File: src/rtl/mul_seq_32.sv
`default_nettype none
// ---------------------------------------------------------------------------
// mul_seq_32 : 32x32 unsigned shift-and-add multiplier, one step per clock
// Revision   : 1.0
// ---------------------------------------------------------------------------
module mul_seq_32 (
  input  logic        clk,
  input  logic        rst,
  input  logic        start,
  input  logic [31:0] a,
  input  logic [31:0] b,
  output logic        busy,
  output logic        done,
  output logic [63:0] product,
  output logic        zero,
  output logic [5:0]  cycles
);

  typedef enum logic [1:0] {
    IDLE = 2'd0,
    RUN  = 2'd1,
    DONE = 2'd2
  } state_t;

  state_t      state_q, state_d;
  logic [63:0] mcand_q, mcand_d;
  logic [31:0] mplier_q, mplier_d;
  logic [63:0] product_q, product_d;
  logic [5:0]  cycles_q, cycles_d;
  logic        mplier_zero;

  assign mplier_zero = ~(|mplier_q);

  always_ff @(posedge clk or posedge rst) begin
    if (rst) begin
      state_q   <= IDLE;
      mcand_q   <= 64'd0;
      mplier_q  <= 32'd0;
      product_q <= 64'd0;
      cycles_q  <= 6'd0;
    end else begin
      state_q   <= state_d;
      mcand_q   <= mcand_d;
      mplier_q  <= mplier_d;
      product_q <= product_d;
      cycles_q  <= cycles_d;
    end
  end

  always_comb begin
    state_d   = state_q;
    mcand_d   = mcand_q;
    mplier_d  = mplier_q;
    product_d = product_q;
    cycles_d  = cycles_q;
    case (state_q)
      IDLE: begin
        if (start) begin
          mcand_d   = {32'd0, a};
          mplier_d  = b;
          product_d = 64'd0;
          cycles_d  = 6'd0;
          state_d   = RUN;
        end
      end
      RUN: begin
        // Finishing once the remaining multiplier is empty skips leading zeros of b.
        if (mplier_zero) begin
          state_d = DONE;
        end else begin
          if (mplier_q[0]) begin
            product_d = product_q + mcand_q;
          end
          mcand_d  = {mcand_q[62:0], 1'b0};
          mplier_d = {1'b0, mplier_q[31:1]};
          cycles_d = cycles_q + 6'd1;
        end
      end
      DONE: begin
        state_d = IDLE;
      end
      default: begin
        state_d = IDLE;
      end
    endcase
  end

  assign busy    = (state_q == RUN) || (state_q == DONE);
  assign done    = (state_q == DONE);
  assign product = product_q;
  assign zero    = ~(|product_q);
  assign cycles  = cycles_q;

endmodule
`default_nettype wire

File: config.mk
export PLATFORM = sky130hd
export DESIGN_NAME = mul_seq_32
export DESIGN_NICKNAME = d
export VERILOG_FILES = /design/src/rtl/mul_seq_32.sv
export SDC_FILE = /design/constraint.sdc
export NUM_CORES = 1
export LEC_CHECK = 0
export BUFFER_PORTS_ARGS = -buffer_cell sky130_fd_sc_hd__buf_2
export CAP_MARGIN = 20
export CORE_MARGIN = 4
export CORE_UTILIZATION = 25
export DETAILED_ROUTE_END_ITERATION = 8
export GPL_TIMING_DRIVEN = 0
export PLACE_DENSITY = 0.46
export SETUP_SLACK_MARGIN = 0.15
export SYNTH_ARGS = -nofsm -noshare
export SYNTH_HDL_FRONTEND = slang
export SYNTH_SLANG_ARGS = --single-unit
File: constraint.sdc
create_clock -name clk -period 5 [get_ports clk]
set_input_delay 0.25 -clock clk [delete_from_list [all_inputs] [get_ports clk]]
set_output_delay 0.25 -clock clk [all_outputs]
set_load 0.02 [all_outputs]
=== Word-level counts from Yosys, hierarchy flattened ===
Index checks and enable logic that the tools add are counted.

* Register bits after elaboration: 168
* Bits in latches: 0
* Memory bits (writable): 0
* ROM bits: 0
* Input port bits: 67
* Output and inout port bits: 73
* Memories: 0

* Add/sub/neg operators: 2
* Multipliers: 0
* Divide/modulo/power cells: 0
* Magnitude comparators: 0
* Equality and inequality tests: 6
* Shift-type cells: 0
* Muxes and demuxes: 16
* Bitwise operators: 1
* Reductions and logical operators: 8

{| class="wikitable"
|+ Operator list
! cell !! number
|-
| $mux W64 || 5
|-
| $pmux W64 S2 || 2
|-
| $add A64 B64 Y64 || 1
|-
| $mux W32 || 2
|-
| $pmux W32 S2 || 1
|-
| $reduce_or A64 Y1 || 1
|-
| $reduce_or A32 Y1 || 1
|-
| $mux W6 || 2
|-
| $pmux W6 S2 || 1
|-
| $ne A2 B2 Y1 const B || 4
|-
| $add A6 B1 Y6 const B || 1
|-
| $mux W2 || 2
|-
| $pmux W2 S2 || 1
|-
| $reduce_and A4 Y1 || 1
|-
| $reduce_and A3 Y1 || 1
|-
| $eq A2 B1 Y1 const B || 1
|-
| $eq A2 B2 Y1 const B || 1
|-
| $logic_not A2 Y1 || 1
|-
| $reduce_and A2 Y1 || 1
|-
| $reduce_bool A2 Y1 || 1
|-
| $logic_or A1 B1 Y1 || 1
|-
| $not A1 Y1 || 1
|}

=== Depth between registers and ports, before layout ===
* Word-level depth: 4
* Mapped depth: 13
* Mapped depth without buffers: 13

=== Worst setup path before layout ===
OpenSTA, ideal clock, no wires.

* Path kind: register -> register
* Start point: reg product_q[0] (netlist: product[0])
* End point: reg product_q[58] (netlist: product[58])
* Setup time: 0.123 ns
* Arrival: 3.092 ns
* Setup slack: 1.785 ns
* Cell stages (with the launch flop): 14
* Path buffers: 0
* Clock period less this slack: 3.215 ns
* Cell sequence: dfrtp_1 > ha_1 > inv_1 > fa_1 > nor2b_1 > o2111a_1 > a211oi_4 > o31a_4 > nor4_1 > or4b_4 > a311o_1 > a21oi_4 > mux2i_1 > nand2_1

* Longest elaborated chain between the ends: 4

{| class="wikitable"
|+ RTL lines
! item !! RTL line !! text
|-
| start: declaration || 28 || <nowiki>logic [63:0] product_q, product_d;</nowiki>
|-
| start signal: assignment || 45 || <nowiki>product_q <= product_d;</nowiki>
|-
| $add A64 B64 Y64 || 72 || <nowiki>product_d = product_q + mcand_q;</nowiki>
|-
| $mux W64 || 71 || <nowiki>if (mplier_q[0]) begin</nowiki>
|-
| $mux W64 || 68 || <nowiki>if (mplier_zero) begin</nowiki>
|-
| $pmux W64 S2 || 56 || <nowiki>case (state_q)</nowiki>
|}

No other way between the ends. The select of a mux whose other input is x is not followed.
A chain may end at the register's enable or synchronous reset.

=== Worst setup path after layout ===
* Start point: reg product_q[0] (netlist: product[0])
* End point: reg product_q[54] (netlist: product[54])

Same word-level chain as after synthesis.

==> flow_summary.html <==
<table>
<tr><th>Metric</th><th>Value</th></tr>
<tr><th colspan="2">Logic synthesis</th></tr>
<tr><td>Sequential area share after synthesis</td><td>39.8%</td></tr>
<tr><td>Synth Area in Compound Gates</td><td>23.2%</td></tr>
<tr><td>Mapped cell area</td><td>0.0106 mm2</td></tr>
<tr><td>Yosys top cell area share</td><td>39.8%</td></tr>
<tr><td>Simple-gate portion of the synthesized area</td><td>14.7%</td></tr>
<tr><td>Instance count of the mapped netlist</td><td>1166</td></tr>
<tr><td>Synthesized flop and latch total</td><td>168</td></tr>
<tr><td>Number of enable-type register cells in the synthesized netlist</td><td>0</td></tr>
<tr><td>Number of nets produced by synthesis</td><td>1301</td></tr>
<tr><td>Largest family of logic cells by synthesized area</td><td>compound AO/OA/AOI/OAI gates</td></tr>
<tr><td>Synth warnings</td><td>0</td></tr>
<tr><td>Fraction of synthesized cell area in xor and xnor cells</td><td>5.14%</td></tr>
<tr><td>Most area-consuming cells after synthesis</td><td>sky130_fd_sc_hd__dfrtp_1 (40%), sky130_fd_sc_hd__ha_1 (7.9%), sky130_fd_sc_hd__o21ai_0 (7.0%)</td></tr>
<tr><td>Share of async-settable or async-resettable flops after synthesis</td><td>100%</td></tr>
<tr><td>Adder and majority gate portion of the synthesized area</td><td>8.13%</td></tr>
<tr><td>Yosys cell types</td><td>63</td></tr>
<tr><td>Top FF cell, synth</td><td>sky130_fd_sc_hd__dfrtp_1</td></tr>
<tr><td>Post-synthesis area per instance</td><td>9.06 um2</td></tr>
<tr><td>Area leader, netlist</td><td>sky130_fd_sc_hd__dfrtp_1</td></tr>
<tr><td>Mux cell area share after synthesis</td><td>6.08%</td></tr>
<tr><th colspan="2">Timing</th></tr>
<tr><td>Final clock skew</td><td>0.0108 ns</td></tr>
<tr><td>Setup repair after global routing missed its margin</td><td>no</td></tr>
<tr><td>Number of max-slew violations in the final report</td><td>0</td></tr>
<tr><td>Final worst setup slack</td><td>1.07 ns</td></tr>
<tr><td>Count of final setup violators</td><td>0</td></tr>
<tr><td>Worst-case headroom to the max-slew limit</td><td>31.4%</td></tr>
<tr><td>Period utilization</td><td>78.7%</td></tr>
<tr><td>Timing-limited maximum frequency</td><td>254 MHz</td></tr>
<tr><td>Setup TNS after final layout</td><td>0 ns</td></tr>
<tr><td>Post-layout min period</td><td>3.93 ns</td></tr>
<tr><td>Hold violation count in the final report</td><td>0</td></tr>
<tr><td>Transition time at the pin with the least slew margin</td><td>1.03 ns</td></tr>
<tr><th colspan="2">Critical path</th></tr>
<tr><td>Critical Path Source Type</td><td>register</td></tr>
<tr><td>Critical-path top delay cell</td><td>sky130_fd_sc_hd__nor4_1</td></tr>
<tr><td>Class of the most critical setup path</td><td>reg2reg</td></tr>
<tr><td>Slowest cell delay on critical path</td><td>0.64 ns</td></tr>
<tr><td>Critical path depth</td><td>13</td></tr>
<tr><td>R2R depth</td><td>13</td></tr>
<tr><td>Critical Path Fanout Max</td><td>4</td></tr>
<tr><td>CP Buf/Inv Count</td><td>1</td></tr>
<tr><td>Required time of the critical path</td><td>5.31 ns</td></tr>
<tr><td>Worst EP arrival</td><td>4.24 ns</td></tr>
<tr><td>Cell class contributing the biggest share of worst-path delay</td><td>compound AO/OA/AOI/OAI gates</td></tr>
<tr><td>Critical-path cell list</td><td>ha_1 -&gt; inv_1 -&gt; fa_1 -&gt; nor2b_1 -&gt; o2111a_1 -&gt; a211oi_4 -&gt; o31a_4 -&gt; nor4_1 -&gt; or4b_4 -&gt; a311o_1 -&gt; a21oi_4 -&gt; xnor2_1 -&gt; o21ai_1</td></tr>
<tr><td>Type of element capturing the critical path</td><td>register</td></tr>
<tr><th colspan="2">Clock network</th></tr>
<tr><td>Cell at the root of the clock tree</td><td>sky130_fd_sc_hd__clkbuf_16</td></tr>
<tr><td>Total number of H-tree levels</td><td>4</td></tr>
<tr><td>Clock edge transition at the registers on the reported setup and hold paths</td><td>0.07 ns</td></tr>
<tr><td>Clock buffer count from CTS</td><td>17</td></tr>
<tr><td>Clock network latency to the later pin of the worst-skew pair</td><td>0.45 ns</td></tr>
<tr><td>Number of sinks driven by the clock tree</td><td>168</td></tr>
<tr><td>CTS tree</td><td>built</td></tr>
<tr><td>Maximum buffer depth of the clock tree</td><td>2</td></tr>
<tr><th colspan="2">Floorplanning</th></tr>
<tr><td>Die outline height</td><td>214 um</td></tr>
<tr><td>Count of pins on the block boundary</td><td>140</td></tr>
<tr><td>Site row count</td><td>75</td></tr>
<tr><td>Starting density of the core</td><td>25.2%</td></tr>
<tr><td>Die area</td><td>0.0456 mm2</td></tr>
<tr><td>Horizontal extent of the die</td><td>214 um</td></tr>
<tr><td>Area of the core region</td><td>0.0419 mm2</td></tr>
<tr><th colspan="2">Route</th></tr>
<tr><td>Antenna-violating nets left</td><td>0</td></tr>
<tr><td>Final Routed Wirelength</td><td>35.4 mm</td></tr>
<tr><td>Per-cell via count in the routed design</td><td>4.96</td></tr>
<tr><td>Pre-antenna DRT Iters</td><td>7</td></tr>
<tr><td>Violation count after the first detailed-route iteration</td><td>539</td></tr>
<tr><td>DRC</td><td>0</td></tr>
<tr><td>Via count</td><td>9319</td></tr>
<tr><td>Average routed wire per standard cell</td><td>18.8 um</td></tr>
<tr><th colspan="2">Layout</th></tr>
<tr><td>Leading cell types in the layout, fill and taps excluded</td><td>sky130_fd_sc_hd__nand2_1 (174), sky130_fd_sc_hd__dfrtp_1 (168), sky130_fd_sc_hd__o21ai_0 (147), sky130_fd_sc_hd__buf_2 (142), sky130_fd_sc_hd__a21oi_1 (74)</td></tr>
<tr><td>Antenna Cells</td><td>0</td></tr>
<tr><td>Area grow syn2layout</td><td>19.2%</td></tr>
<tr><td>Layout Cell Area excl Fill</td><td>0.0126 mm2</td></tr>
<tr><td>Final #Nets</td><td>1463</td></tr>
<tr><td>Share of final-layout standard cells stronger than drive strength 1</td><td>13.5%</td></tr>
<tr><td>Commonest non-fill, non-tap cell in the layout</td><td>sky130_fd_sc_hd__nand2_1</td></tr>
<tr><th colspan="2">GRT</th></tr>
<tr><td>Via count of the first global-routing pass</td><td>9208</td></tr>
<tr><td>Wire length of the first global-routing pass</td><td>54.5 mm</td></tr>
<tr><td>Global Route met3 Usage</td><td>2.84%</td></tr>
<tr><td>Pin count of the biggest net entering global routing</td><td>90</td></tr>
<tr><td>Sum of overflow across all layers after global routing</td><td>0</td></tr>
<tr><td>Gr busiest metal</td><td>met2</td></tr>
<tr><td>Initial antenna violation count</td><td>0</td></tr>
<tr><td>Met2 Usage GRT</td><td>24.1%</td></tr>
<tr><td>Total global-route track usage</td><td>15.4%</td></tr>
<tr><td>GR met1 Demand/Resource</td><td>22.2%</td></tr>
<tr><th colspan="2">Placed design</th></tr>
<tr><td>Port Buffers</td><td>139</td></tr>
<tr><td>Total placed instance area</td><td>0.0120 mm2</td></tr>
<tr><td>RD Place Congestion</td><td>0.861</td></tr>
<tr><td>HPWL after DPL</td><td>27.4 mm</td></tr>
<tr><td>Worst slack at placement</td><td>1.08 ns</td></tr>
<tr><th colspan="2">Pwr</th></tr>
<tr><td>Net switching fraction of the power</td><td>45.6%</td></tr>
<tr><td>Portion of total power attributed to the clock network</td><td>22.0%</td></tr>
<tr><td>Fraction of power consumed by combinational cells</td><td>46.2%</td></tr>
<tr><td>Static Leakage</td><td>5.95 nW</td></tr>
<tr><td>Flop pwr share</td><td>31.8%</td></tr>
<tr><td>Peak supply drop</td><td>0.208 mV</td></tr>
<tr><td>Sw power</td><td>2.96 mW</td></tr>
<tr><td>Internal power of the cells</td><td>3.53 mW</td></tr>
<tr><td>Overall power of the completed layout</td><td>6.49 mW</td></tr>
<tr><td>Cell Pwr Density</td><td>516 mW/mm2</td></tr>
<tr><th colspan="2">Min path</th></tr>
<tr><td>Number of cells on the worst hold path</td><td>2</td></tr>
<tr><td>Hold WC Path Type</td><td>in2reg</td></tr>
<tr><th colspan="2">Flow run</th></tr>
<tr><td>Number of maximum-capacitance constraint violations</td><td>0</td></tr>
<tr><th colspan="2">Run status</th></tr>
<tr><td>Outcome</td><td>finished clean</td></tr>
</table>
## worst reg2reg max path, cell delays in order (launching register included)
cell	delay (ns)
sky130_fd_sc_hd__dfrtp_1	0.40
sky130_fd_sc_hd__ha_1	0.22
sky130_fd_sc_hd__inv_1	0.06
sky130_fd_sc_hd__fa_1	0.41
sky130_fd_sc_hd__nor2b_1	0.21
sky130_fd_sc_hd__o2111a_1	0.29
sky130_fd_sc_hd__a211oi_4	0.08
sky130_fd_sc_hd__o31a_4	0.40
sky130_fd_sc_hd__nor4_1	0.64
sky130_fd_sc_hd__or4b_4	0.27
sky130_fd_sc_hd__a311o_1	0.40
sky130_fd_sc_hd__a21oi_4	0.11
sky130_fd_sc_hd__xnor2_1	0.23
sky130_fd_sc_hd__o21ai_1	0.09
## final timing paths
kind / startpoint / endpoint / slack [ns]
hold / removal: a[0] / mcand_q[0] / 0.03
hold reg to reg: mplier_q[1] / mplier_q[1] / 0.51
min in group asynchronous: rst / cycles[4] / 0.45
setup / recovery: product[0] / product[54] / 1.07
max in group asynchronous: rst / product[19] / 3.67
setup reg to reg: product[0] / product[54] / 1.07
## kinds of logic after synthesis
group | after synthesis
DFF | 168
xor gates and xnor gates | 62
muxes | 64
and+or+nand+nor | 331
buffers and inverters | 85
AOI/OAI and AO/OA | 388
adders and majority gates | 68
## what timing repair did
item | 4_1_cts | 5_1_grt
hold buffers | 1 | 0
endpoints found under the hold margin | 79 | 0
endpoints found under the setup margin | 0 | 0
buffers inserted | 0 | 0
gates resized for setup | 0 | 0
## metrics by stage
stage	util, %	hold WS, ns	instances
after detailed placement	28.6	0.388	1846
after global routing	30.1	0.00482	1877
final	30.1	0.0263	1877
after CTS	30.1	0.00272	1876
after floorplan	-	0.383	1166
after global placement	28.5	0.470	1844
## final cells by class
type / instances / area [um2]
Multi-Input combinational cell: 913 / 6040
Inverter: 20 / 82.6
Fill cell: 4500 / 29300
Sequential cell: 168 / 4200
Timing Repair Buffer: 143 / 743
Clock inverter: 11 / 175
Buffer: 65 / 245
Clock buffer: 18 / 429
Tap cell: 539 / 674
## routing by layer
layer	share of wire [%]	up-vias
met5	0	-
met4	1.4	0
met3	3.8	29
met2	46	183
met1	49	4523
li1	-	4584
## power by group through the flow
stage,combinational [mW],sequential [mW],clock [mW]
after floorplan,2.02,2.05,0
after global placement,2.99,2.09,0
after detailed placement,3.03,2.10,0
after CTS,3.04,2.07,1.47
after global routing,3.36,2.12,1.52
final,3.00,2.06,1.43
## registers in the layout (all words and copies together), names as in the netlist
| register | cells |
|---|---|
| cycles | 6 |
| mcand_q | 64 |
| mplier_q | 32 |
| product | 64 |
| state_q | 2 |
## synthesized netlist by cell type (23+ instances only)
cell and instances:
sky130_fd_sc_hd__nand2_1 174, sky130_fd_sc_hd__dfrtp_1 168, sky130_fd_sc_hd__o21ai_0 147, sky130_fd_sc_hd__a21oi_1 74
sky130_fd_sc_hd__ha_1 67, sky130_fd_sc_hd__mux2i_1 63, sky130_fd_sc_hd__clkbuf_1 57, sky130_fd_sc_hd__a22o_1 41
sky130_fd_sc_hd__nor2_1 33, sky130_fd_sc_hd__xor2_1 33, sky130_fd_sc_hd__a21o_1 31, sky130_fd_sc_hd__xnor2_1 29
sky130_fd_sc_hd__nor4_1 28, sky130_fd_sc_hd__nand4_1 23
Power figures use the tool's default switching activity.
